===== config.mk =====
export PLATFORM = sky130hd
export DESIGN_NAME = fifo_reader_flat
export DESIGN_NICKNAME = d
export VERILOG_FILES = /design/src/rtl/fifo_reader_if.sv /design/src/rtl/fifo_reader.sv /design/src/flat_wrapper.sv
export SDC_FILE = /design/constraint.sdc
export NUM_CORES = 1
export LEC_CHECK = 0
export CORE_MARGIN = 4
export CORE_UTILIZATION = 25
export CTS_BUF_LIST = sky130_fd_sc_hd__clkbuf_2 sky130_fd_sc_hd__clkbuf_4 sky130_fd_sc_hd__clkbuf_8
export DETAILED_ROUTE_END_ITERATION = 6
export PLACE_DENSITY = 0.53
export SLEW_MARGIN = 20
export SYNTH_ARGS = -nofsm -noshare
export SYNTH_HDL_FRONTEND = slang
export SYNTH_SLANG_ARGS = --single-unit

===== constraint.sdc =====
create_clock -name clk -period 2.1 [get_ports clk]
set_input_delay 0.315 -clock clk [delete_from_list [all_inputs] [get_ports clk]]
set_output_delay 0.315 -clock clk [all_outputs]
set_load 0.1 [all_outputs]

===== src/rtl/fifo_reader_if.sv =====
// Handshake bundle for fifo_reader: command port, upstream FIFO read port, downstream stream.
// The master side drives commands, upstream FIFO status/data and downstream ready.
interface fifo_reader_if #(
    parameter int FIFO_WIDTH = 16,
    parameter int LEN_W      = 8
);
    logic                  cmd_start;
    logic [LEN_W-1:0]      cmd_len;
    logic                  cmd_busy;
    logic                  cmd_done;
    logic                  fifo_empty;
    logic [FIFO_WIDTH-1:0] fifo_data_out;
    logic                  fifo_rd_en;
    logic [FIFO_WIDTH-1:0] m_data;
    logic                  m_valid;
    logic                  m_ready;

    modport master (
        output cmd_start, cmd_len, fifo_empty, fifo_data_out, m_ready,
        input  cmd_busy, cmd_done, fifo_rd_en, m_data, m_valid
    );

    modport slave (
        input  cmd_start, cmd_len, fifo_empty, fifo_data_out, m_ready,
        output cmd_busy, cmd_done, fifo_rd_en, m_data, m_valid
    );
endinterface


===== src/rtl/fifo_reader.sv =====
// Burst reader: pulls cmd_len words from a registered-output FIFO into a 3-entry skid buffer
// feeding a valid/ready stream. Optional counters words_read/stall_cycles under FIFO_READER_STATS_EN.
module fifo_reader #(
    parameter int FIFO_WIDTH = 16,
    parameter int LEN_W      = 8
) (
    input  logic         clk,
    input  logic         rst,
    fifo_reader_if.slave bus
`ifdef FIFO_READER_STATS_EN
    ,
    output logic [15:0]  words_read,
    output logic [15:0]  stall_cycles
`endif
);

    typedef enum logic [1:0] {
        ST_IDLE  = 2'd0,
        ST_BURST = 2'd1,
        ST_FLUSH = 2'd2,
        ST_DONE  = 2'd3
    } state_t;

    localparam logic [LEN_W-1:0] LEN_ZERO = {LEN_W{1'b0}};
    localparam logic [LEN_W-1:0] LEN_ONE  = {{(LEN_W-1){1'b0}}, 1'b1};

    state_t                state_q, state_d;
    logic [LEN_W-1:0]      remaining_q, remaining_d;
    logic                  inflight_q;
    logic [1:0]            occ_q, occ_d;
    logic [1:0]            rd_ptr_q, rd_ptr_d;
    logic [1:0]            wr_ptr_q, wr_ptr_d;
    logic [FIFO_WIDTH-1:0] mem_q [3];

    logic rd_en_s;
    logic push_s;
    logic pop_s;
    logic accept_s;

    function automatic logic [1:0] ptr_inc(input logic [1:0] p);
        if (p == 2'd2) begin
            ptr_inc = 2'd0;
        end else begin
            ptr_inc = p + 2'd1;
        end
    endfunction

    // Reads are throttled so buffered plus in-flight words never exceed the 3 buffer slots.
    assign rd_en_s  = (state_q == ST_BURST) && !bus.fifo_empty && (remaining_q != LEN_ZERO)
                      && (({1'b0, occ_q} + {2'b00, inflight_q}) < 3'd3);
    assign push_s   = inflight_q;
    assign pop_s    = (occ_q != 2'd0) && bus.m_ready;
    assign accept_s = (state_q == ST_IDLE) && bus.cmd_start;

    // Next-state, remaining-count and buffer bookkeeping.
    always_comb begin
        state_d     = state_q;
        remaining_d = remaining_q;
        occ_d       = occ_q;
        rd_ptr_d    = pop_s ? ptr_inc(rd_ptr_q) : rd_ptr_q;
        wr_ptr_d    = push_s ? ptr_inc(wr_ptr_q) : wr_ptr_q;
        case (state_q)
            ST_IDLE: begin
                if (bus.cmd_start) begin
                    remaining_d = bus.cmd_len;
                    state_d     = (bus.cmd_len == LEN_ZERO) ? ST_DONE : ST_BURST;
                end else begin
                    state_d = ST_IDLE;
                end
            end
            ST_BURST: begin
                if (rd_en_s) begin
                    remaining_d = remaining_q - LEN_ONE;
                end else begin
                    remaining_d = remaining_q;
                end
                if (rd_en_s && (remaining_q == LEN_ONE)) begin
                    state_d = ST_FLUSH;
                end else begin
                    state_d = ST_BURST;
                end
            end
            ST_FLUSH: begin
                if (!inflight_q && (occ_q == 2'd0)) begin
                    state_d = ST_DONE;
                end else begin
                    state_d = ST_FLUSH;
                end
            end
            ST_DONE: state_d = ST_IDLE;
            default: state_d = ST_IDLE;
        endcase
        case ({push_s, pop_s})
            2'b10:   occ_d = occ_q + 2'd1;
            2'b01:   occ_d = occ_q - 2'd1;
            default: occ_d = occ_q;
        endcase
    end

    // Control state registers.
    always_ff @(posedge clk) begin
        if (rst) begin
            state_q     <= ST_IDLE;
            remaining_q <= LEN_ZERO;
            inflight_q  <= 1'b0;
            occ_q       <= 2'd0;
            rd_ptr_q    <= 2'd0;
            wr_ptr_q    <= 2'd0;
        end else begin
            state_q     <= state_d;
            remaining_q <= remaining_d;
            inflight_q  <= rd_en_s;
            occ_q       <= occ_d;
            rd_ptr_q    <= rd_ptr_d;
            wr_ptr_q    <= wr_ptr_d;
        end
    end

    // Skid buffer storage; the word arriving from the FIFO lands at the write pointer.
    always_ff @(posedge clk) begin
        if (rst) begin
            for (int i = 0; i < 3; i++) begin
                mem_q[i] <= {FIFO_WIDTH{1'b0}};
            end
        end else if (push_s) begin
            mem_q[wr_ptr_q] <= bus.fifo_data_out;
        end
    end

    assign bus.cmd_busy   = (state_q != ST_IDLE);
    assign bus.cmd_done   = (state_q == ST_DONE);
    assign bus.fifo_rd_en = rd_en_s;
    assign bus.m_valid    = (occ_q != 2'd0);
    assign bus.m_data     = mem_q[rd_ptr_q];

`ifdef FIFO_READER_STATS_EN
    logic [15:0] words_read_q;
    logic [15:0] stall_cycles_q;

    // Transfer counter wraps; stall counter saturates.
    always_ff @(posedge clk) begin
        if (rst || accept_s) begin
            words_read_q   <= 16'd0;
            stall_cycles_q <= 16'd0;
        end else begin
            if (pop_s) begin
                words_read_q <= words_read_q + 16'd1;
            end
            if ((state_q == ST_BURST) && bus.fifo_empty && (remaining_q != LEN_ZERO)
                && (stall_cycles_q != 16'hFFFF)) begin
                stall_cycles_q <= stall_cycles_q + 16'd1;
            end
        end
    end

    assign words_read   = words_read_q;
    assign stall_cycles = stall_cycles_q;
`else
    logic unused_accept_s;
    assign unused_accept_s = accept_s;
`endif

endmodule


===== src/flat_wrapper.sv =====
// flat-port wrapper written by rule: the top's interface ports become plain ports
module fifo_reader_flat 
#(
    parameter int FIFO_WIDTH = 16,
    parameter int LEN_W      = 8
)
  (clk, rst, bus_cmd_start, bus_cmd_len, bus_fifo_empty, bus_fifo_data_out, bus_m_ready, bus_cmd_busy, bus_cmd_done, bus_fifo_rd_en, bus_m_data, bus_m_valid);
  fifo_reader_if #(.FIFO_WIDTH(FIFO_WIDTH), .LEN_W(LEN_W)) bus_i ();
  input  logic clk;
  input  logic rst;
  input wire logic [$bits(bus_i.cmd_start)-1:0] bus_cmd_start;
  input wire logic [$bits(bus_i.cmd_len)-1:0] bus_cmd_len;
  input wire logic [$bits(bus_i.fifo_empty)-1:0] bus_fifo_empty;
  input wire logic [$bits(bus_i.fifo_data_out)-1:0] bus_fifo_data_out;
  input wire logic [$bits(bus_i.m_ready)-1:0] bus_m_ready;
  output wire logic [$bits(bus_i.cmd_busy)-1:0] bus_cmd_busy;
  output wire logic [$bits(bus_i.cmd_done)-1:0] bus_cmd_done;
  output wire logic [$bits(bus_i.fifo_rd_en)-1:0] bus_fifo_rd_en;
  output wire logic [$bits(bus_i.m_data)-1:0] bus_m_data;
  output wire logic [$bits(bus_i.m_valid)-1:0] bus_m_valid;
  assign bus_i.cmd_start = bus_cmd_start;
  assign bus_i.cmd_len = bus_cmd_len;
  assign bus_i.fifo_empty = bus_fifo_empty;
  assign bus_i.fifo_data_out = bus_fifo_data_out;
  assign bus_i.m_ready = bus_m_ready;
  assign bus_cmd_busy = bus_i.cmd_busy;
  assign bus_cmd_done = bus_i.cmd_done;
  assign bus_fifo_rd_en = bus_i.fifo_rd_en;
  assign bus_m_data = bus_i.m_data;
  assign bus_m_valid = bus_i.m_valid;
  fifo_reader #(.FIFO_WIDTH(FIFO_WIDTH), .LEN_W(LEN_W)) u_core (.clk(clk), .rst(rst), .bus(bus_i));
endmodule

# Word level (Yosys, flattened, before mapping)
# Memory sizes are Yosys's and may differ from the RTL's. A register that Yosys moved wholly into a read port is not among the register bits.
# Cells that the tools add are included.
[totals] ff_bits=17 ram_bits=48 inputBits=29 output_inout_bits=20 word_cells=63 n_memories=1
[mem_list] name="u_core.mem_q" depth=3 word_bits=16 read_ports=1 rd_clocked_by_memory_dff=1 write_ports=3 line_no="fifo_reader.sv:33" rtl="logic [FIFO_WIDTH-1:0] mem_q [3];"
[op_classes] add_sub_neg=6 order_cmp=1 n_eq_ne=10 mux=21 n_reduce_logical=18
[ops] operator="two-way mux 16 bit" n=1
[ops] operator="two-way mux 2 bit" n=8
[ops] operator="two-way mux 8 bit" n=2
[ops] operator="one-hot mux 8 bit (2 select lines)" n=1
[ops] operator="OR reduction 16 bit" n=1
[ops] operator="== test 2 bit, second input constant" n=5
[ops] operator="== test 8 x 1 -> 1 bit, second input constant" n=1
[ops] operator="logical NOT 8 bit" n=1
[ops] operator="one-hot mux 2 bit (4 select lines)" n=1
[ops] operator="nonzero test 2 bit" n=4
[ops] operator="nonzero test 8 bit" n=1
[ops] operator="subtractor 8 x 1 -> 8 bit, second input constant" n=1
[ops] operator="two-way mux 1 bit" n=7
[ops] operator="adder 2 x 1 -> 2 bit, second input constant" n=3
[ops] operator="logical AND 1 bit" n=6
[ops] operator="== test 2 x 1 -> 1 bit, second input constant" n=2
[ops] operator="logical NOT 2 bit" n=2
[ops] operator="one-hot mux 2 bit (2 select lines)" n=1
[ops] operator="adder 2 x 1 -> 3 bit" n=1
[ops] operator="less-than comparator 3 x 2 -> 1 bit, second input constant" n=1
[ops] operator="AND reduction 3 bit" n=1
[ops] operator="logical NOT 1 bit" n=2
[ops] operator="inequality test 2 x 1 -> 1 bit, second input constant" n=1
[ops] operator="inequality test 2 bit, second input constant" n=1
[ops] operator="subtractor 2 x 1 -> 2 bit, second input constant" n=1

# Longest topological paths before layout
# Gate-level depths: netlist (run 1).
[logic_depth] depth_word=7 ltp_mapped=7 ltp_nobuf=7

# Least setup slack after synthesis (run 1)
# OpenSTA, ideal clock, no wires.
[synth_timing] path_type="register -> register" from="reg u_core.occ_q[0]" to="reg u_core.remaining_q[2]" setup_ps=92 arrival_ps=1940 required_ps=2008 setup_slack_ps=68 stages_incl_launch_ff=8 path_buffers=0 period_less_slack_ps=2032 path_cell_list="dfxtp_1 > ha_1 > ha_1 > a211oi_1 > o211ai_2 > inv_2 > a21oi_4 > o32ai_1"
[synth_via] elab_chain_len=5
[synth_rtl] element="from (decl)" line_no="fifo_reader.sv:30" rtl="logic [1:0] occ_q, occ_d;"
[synth_rtl] element="from (signal assigned)" line_no="fifo_reader.sv:106" rtl="occ_q <= 2'd0;"
[synth_rtl] element="from (signal assigned)" line_no="fifo_reader.sv:113" rtl="occ_q <= occ_d;"
[synth_rtl] element="adder 2 x 1 -> 3 bit" line_no="fifo_reader.sv:50" rtl="&& (({1'b0, occ_q} + {2'b00, inflight_q}) < 3'd3);"
[synth_rtl] element="less-than comparator 3 x 2 -> 1 bit" line_no="fifo_reader.sv:50"
[synth_rtl] element="logical AND 1 bit" line_no="fifo_reader.sv:50"
[synth_rtl] element="via bus_fifo_rd_en" line_no="flat_wrapper.sv:18" rtl="output wire logic [$bits(bus_i.fifo_rd_en)-1:0] bus_fifo_rd_en;"
[synth_rtl] element="inequality test 2 x 1 -> 1 bit (no line)"
[synth_rtl] element="AND reduction 3 bit (no line)"
[synth_rtl] element="to (signal assigned)" line_no="fifo_reader.sv:111" rtl="remaining_q <= remaining_d;"
[synth_rtl] element="to (decl)" line_no="fifo_reader.sv:28" rtl="logic [LEN_W-1:0] remaining_q, remaining_d;"
# The timed path passes the listed nets, and every way through them passes these cells.
# A chain may end at the register's enable or synchronous reset.

# Worst setup path after layout (run 1)
[layout_timing] from="reg u_core.occ_q[0]" to="out bus_fifo_rd_en"
[layout_via] elab_chain_len=3
[layout_rtl] element="adder 2 x 1 -> 3 bit" line_no="fifo_reader.sv:50"
[layout_rtl] element="less-than comparator 3 x 2 -> 1 bit" line_no="fifo_reader.sv:50"
[layout_rtl] element="logical AND 1 bit" line_no="fifo_reader.sv:50"
[layout_rtl] element="to (decl)" line_no="flat_wrapper.sv:18"
# Every way passes these cells.

==> run metrics, run 1 <==
most common cell after layout, fill and taps aside edfxtp_1; # Max-Cap Violations 0; largest net degree at the start of global routing 17; clock buffer count from CTS 9; # rows 44; slowest stage delay, CP 360 ps; status complete, no violations; most frequent cells in the layout 64 x edfxtp_1, 49 x and2_1, 28 x clkdlybuf4s50_1; Layout Skew approximately 7 ps; Hold Slack 484.6 ps; final HPWL from detailed placement 5.364 mm; global-route usage over all layers 0.1043; worst-path cell chain ha_4, ha_4, a211oi_4, o211ai_4, inv_2, buf_12; largest family of logic cells by synthesized area simple AND/OR/NAND/NOR gates; drt drc 0; WL final 8.276 mm; Mapped Area 3741 µm²; fraction of registers with async set/reset 0; clk_lat worst skew roughly 360 ps; Synth Area in Adders 0.01672; placed cell areas 4698 µm²; CTS tree built; setup TNS 0 ps; Finished Layout Cells 531; Core Util, Final 0.3460; Post-Synth Simple-Gate Area 0.1722; RSZ-0062 raised after global routing yes; n_diodes 0; worst slew pin tran 535.6 ps; mux share of post-synthesis cell area 0.09632; synth unique cells between 40 and 50; number of global-route vias before repair around 2500; ys flop type edfxtp_1; startpoint types flip-flop; first-pass GRT wire length 13.42 mm; die area roughly 17000 µm²; worst r2r src u_core.occ_q[0]; antenna violations before repair 0; Layout area overhead 34.92%; Sink Count 83; Hold Startpoint u_core.remaining_q[7]; total power approximately 4 mW; initial core utilization 0.2564; NumNets Final 376; Static Leakage 1.791 nW; CTS max path bufs 2; CP Class flip-flop to primary output; register clock-pin slew on the reported worst setup and hold paths 80 ps; Slowest-stage cell, CP dfxtp_4; Compound-Gate Fraction of Synth Area 0.07090; final instance area approximately 5000 µm²; Placed Cells 507; Seq/Total Area, Yosys 0.6154; Period minus WS final around 2100 ps; maximum net fanout on the critical path 2; CP Launch Point u_core.occ_q[0]; Syn. warnings 0; Synth Area in XOR/XNOR 0.004682; number of vias per cell 4.508; fin crit share 0.9994; Worst EP required 1780 ps; die height 130.3 µm; root buffer cell clkbuf_8; via count 2394; Finish-stage setup viols 0; drt wl/cell 15.59 µm; layout cell share with drive strength beyond 1 0.2882; I/O Pins slightly below 50; htree depth 3; Synth Area per Inst between 10 and 15 µm²; Final GP Congestion 0.7748; Synth Instances 273; core area 14590 µm²; final worst setup slack about 1.2 ps; remaining global-route overflow 0; slew margin rel. 0.6430; Hold Path Class flip-flop to flip-flop; DRT iter0 DRCs roughly 130; arrival time at the worst endpoint roughly 1800 ps; post-place setup slack 112.0 ps; port buffer count 48; Worst Setup End Kind primary output; FMAX 476.5 MHz; Post-synth EDFFs 64; register bit total from synthesis 83; Max VDD drop 298.4 µV; ANT nets after route 0; final hold vios 0; hold-fix buffers at CTS 0; die width 130.3 µm; drt pass-1 iters 4; Pins Over Slew Limit 0; most used cell, CP ha_4; syn nets slightly above 300; power per cell area roughly 800 nW/µm²
-- cell usage after synthesis (4+ instances only) --
cell / count / area [µm²]
nor3_1: 7 / 35.03
and2_1: 49 / 306.5
o32ai_1: 6 / 52.55
nor2_1: 15 / 56.30
edfxtp_1: 64 / 1922
a21oi_1: 20 / 100.1
mux4_2: 16 / 360.4
or2_2: 4 / 25.02
nand2_1: 9 / 33.78
inv_1: 7 / 26.28
ha_1: 5 / 62.56
clkbuf_1: 7 / 26.28
dfxtp_1: 19 / 380.4
-- path summary, 6_finish.rpt --
| path | end | slack [ps] | depth (start not counted) |
|---|---|---|---|
| setup / recovery | bus_fifo_rd_en | 1 | 6 |
| hold / removal | u_core.remaining_q[7] | 480 | 2 |
| setup reg to reg | u_core.remaining_q[1] | 40 | 9 |
| hold reg to reg | u_core.remaining_q[7] | 480 | 2 |
-- cell families (layout without fill, tap and decap cells) --
logic type               after synthesis  after routing
adder cells (fa/ha/maj)                5              5
flip-flops                            83             83
XOR/XNOR                               2              2
multiplexers                          16             16
AND/OR/NAND/NOR                      108            108
AO/OA/AOI/OAI                         39             39
buffers and inverters                 20             94
-- sequential cells by signal (all words and copies together) (netlist names), named ones only --
register            flops
u_core.remaining_q      8
u_core.mem_q           64
u_core.wr_ptr_q         2
u_core.rd_ptr_q         2
u_core.inflight_q       1
u_core.occ_q            2
u_core.state_q          2
-- layer usage --
layer / up-vias / share of wire / global-route usage / wire length (µm)
li1: 1162 / - / - / -
met1: 1154 / 0.45 / 0.1359 / 3744
met2: 65 / 0.48 / 0.1669 / 3940
met3: 13 / 0.058 / 0.03234 / 479
met4: 0 / 0.013 / 0.03267 / 111
met5: - / 0 / 0 / 0
-- area by class of cell --
type                       instances  area, µm²
fill                            1412       9542
sequential                        83       2311
multi-input combinational        170       1424
timing repair buffer              70      853.3
tap                              184      230.2
clock buffer                       9      123.9
clock inverter                     7      75.07
inverter                           8      30.03
-- where the power goes --
| group | switching, mW | internal [mW] | leakage (nW) |
|---|---|---|---|
| registers | 0.0442 | 1.83 | 0.797 |
| clock network | 0.604 | 0.555 | 0.0939 |
| logic | 0.574 | 0.404 | 0.900 |
| total | 1.22 | 2.79 | 1.79 |
-- worst max-delay path: cells and delay by family (launching register included) --
| kind | cells | cell delay [ps] |
|---|---|---|
| buf+inv | 2 | 270 |
| compound gates | 2 | 410 |
| fa+ha+maj | 2 | 390 |
| flops | 1 | 360 |
-- what timing repair did --
action / in CTS / in global routing
pin swaps: 3 / 4
endpoints found under the setup margin: 1 / 19
gates resized for setup: 13 / 8
setup buffers: 6 / 2
endpoints found under the hold margin: 0 / 0
gates cloned: 0 / 0
(Power assumes the default switching activity.)
==> run 2, diff against run 1 <==
--- a/config.mk
+++ b/config.mk
@@ -5,7 +5,7 @@
 export SDC_FILE = /design/constraint.sdc
 export NUM_CORES = 1
 export LEC_CHECK = 0
-export CORE_MARGIN = 4
+export CORE_MARGIN = 1
 export CORE_UTILIZATION = 25
 export CTS_BUF_LIST = sky130_fd_sc_hd__clkbuf_2 sky130_fd_sc_hd__clkbuf_4 sky130_fd_sc_hd__clkbuf_8
 export DETAILED_ROUTE_END_ITERATION = 6
==> run 2 against run 1 <==
  * Setup slack improved by 16 ps
  * Flip-flop and latch count did not move
  * Largest power group unchanged
  * Critical path depth did not move
  * First-iteration DRC count rose by 22%
  * Utilization fell by 0.37 points
  * Fmax rose by 0.77%
  * Sequential power barely moved
==> run metrics, run 2 (synthesized netlist as in run 1, its figures left out) <==
CTS tree built; total power 3.852 mW (-4.0%); largest net degree at the start of global routing 17 (unchanged); max reg flops 64 (unchanged); port buffer count 48 (unchanged); root buffer cell clkbuf_8; Sink Count 83 (unchanged); Hold Slack 491.4 ps (+6.874 ps); placed cell areas 4698 µm² (unchanged); clock buffer count from CTS 9 (unchanged); Max VDD drop 302.3 µV (+1.3%); Psw 1.182 mW (-3.2%); layout cell share with drive strength beyond 1 0.2754 (-0.01282); Clock Power Share 0.260 (-0.029); Core Util, Final 0.3423 (-0.003688); Finish-stage setup viols 0 (unchanged); post-place setup slack 119.1 ps (+7.125 ps); via count 2426 (+1.3%); most used cell, CP ha_4; Slowest-stage cell, CP dfxtp_2; setup TNS 0 ps (unchanged); final instance area 4994 µm² (-1.1%); Pins Over Slew Limit 0 (unchanged); CTS max path bufs 2 (unchanged); die area 15460 µm² (-9.0%); worst slew pin tran 554.6 ps (+19.06 ps); number of vias per cell 4.586 (+1.7%); power per cell area 771.4 nW/µm² (-2.9%); Final GP Congestion 0.7900 (+2.0%); drt wl/cell 16.01 µm (+2.7%); core area 14590 µm² (unchanged); register clock-pin slew on the reported worst setup and hold paths 80 ps (about the same); startpoint types flip-flop; slew margin rel. 0.6303 (-0.01270); most common cell after layout, fill and taps aside edfxtp_1; WL final 8.468 mm (+2.3%); die height 124.3 µm (-4.6%); maximum net fanout on the critical path 2 (unchanged); Static Leakage 1.771 nW (-1.1%); Layout Skew 6.214 ps (-0.7696 ps); final HPWL from detailed placement 5.308 mm (-1.1%); RSZ-0062 raised after global routing yes; drt pass-1 iters 4 (unchanged); fin crit share 0.9918 (-0.007589); Biggest register u_core.mem_q; Worst EP required 1780 ps (about the same); clk_lat worst skew 350 ps (about the same); final worst setup slack 17.17 ps (+15.94 ps); ANT nets after route 0 (unchanged); worst-path cell chain ha_4, ha_4, a211oi_4, o211ai_2, inv_2, buf_12; Switching Share 0.3069 (+0.002405); combinational power share 0.252 (+0.008); I/O Pins 49 (unchanged); n_diodes 0 (unchanged); global-route usage over all layers 0.1113 (+0.006967); first-pass GRT wire length 13.23 mm (-1.4%); status complete, no violations; number of global-route vias before repair 2454 (-2.9%); initial core utilization 0.2564 (unchanged); drt drc 0 (unchanged); CP Class flip-flop to primary output; remaining global-route overflow 0 (unchanged); die width 124.3 µm (-4.6%); FMAX 480.1 MHz (+0.77%); Layout area overhead 33.48%; internal power 2.670 mW (-4.3%); slowest stage delay, CP 340 ps (-20 ps); NumNets Final 375 (-0.27%); Placed Cells 507 (unchanged); final hold vios 0 (unchanged); Period minus WS final 2083 ps (-15.94 ps); Worst Setup End Kind primary output; arrival time at the worst endpoint 1770 ps (about the same); htree depth 3 (unchanged); antenna violations before repair 0 (unchanged); DRT iter0 DRCs 153 (+22%); Hold Path Class flip-flop to flip-flop; Finished Layout Cells 529 (-0.38%); most frequent cells in the layout 64 x edfxtp_1, 49 x and2_1, 28 x clkdlybuf4s50_1; # rows 44 (unchanged); # Max-Cap Violations 0 (unchanged); biggest regs u_core.mem_q x64, u_core.remaining_q x8; Seq pwr share 0.488 (+0.021)
[run 2: cell count changes in the layout (fill, tap and decap cells not counted), moves of 2 or more]
| cell | change |
|---|---|
| dfxtp_2 | +2 |
| a21oi_1 | +2 |
| inv_6 | -2 |
| a21oi_2 | -2 |
| buf_6 | -2 |
[run 2: layout make-up]
class	instances	area (µm²)
fillers	1424	9595
multi-input cells	170	1403
repair buffers	69	855.8
clock inverters	5	31.28
inverters	8	32.53
well taps	184	230.2
clock buffers	10	131.4
flip-flops and latches	83	2310
[run 2: worst max-delay path: cells and delay by family (launching register included)]
family / cells / cell delay, ps
flip-flops: 1 / 340
buffers and inverters: 2 / 270
AO/OA/AOI/OAI: 2 / 400
adder cells (fa/ha/maj): 2 / 400
[run 2: path summary, 6_finish.rpt]
| path | depth (start not counted) | from | endpoint | slack [ps] |
|---|---|---|---|---|
| max | 6 | u_core.occ_q[0] | bus_fifo_rd_en | 20 |
| min | 2 | u_core.remaining_q[7] | u_core.remaining_q[7] | 490 |
| min reg2reg | 2 | u_core.remaining_q[7] | u_core.remaining_q[7] | 490 |
| max reg2reg | 9 | u_core.remaining_q[1] | u_core.remaining_q[0] | 90 |
[run 2: what timing repair did]
item                       CTS  global route
hold buffers                 0             0
buffers inserted             2             4
gates cloned                 0             1
hold endpoints to repair     0             0
setup endpoints to repair    1             3
gates resized for setup     11             5
pin swaps                    3             2
[run 2: power groups by stage]
stage	logic (mW)	registers [mW]	clock network, mW
floorplan	0.589	1.90	0
CTS	0.949	1.88	1.05
finish	0.972	1.88	1.00
global route	1.02	1.89	1.11
detailed placement	0.920	1.91	0
global placement	0.918	1.91	0
[run 2: per-layer routing]
metal / up-vias / part of all wire / track usage
met3: 10 / 0.055 / 0.03909
met4: 0 / 0.0097 / 0.02410
met5: - / 0 / 0
met1: 1190 / 0.43 / 0.1314
li1: 1157 / - / -
met2: 69 / 0.51 / 0.1934
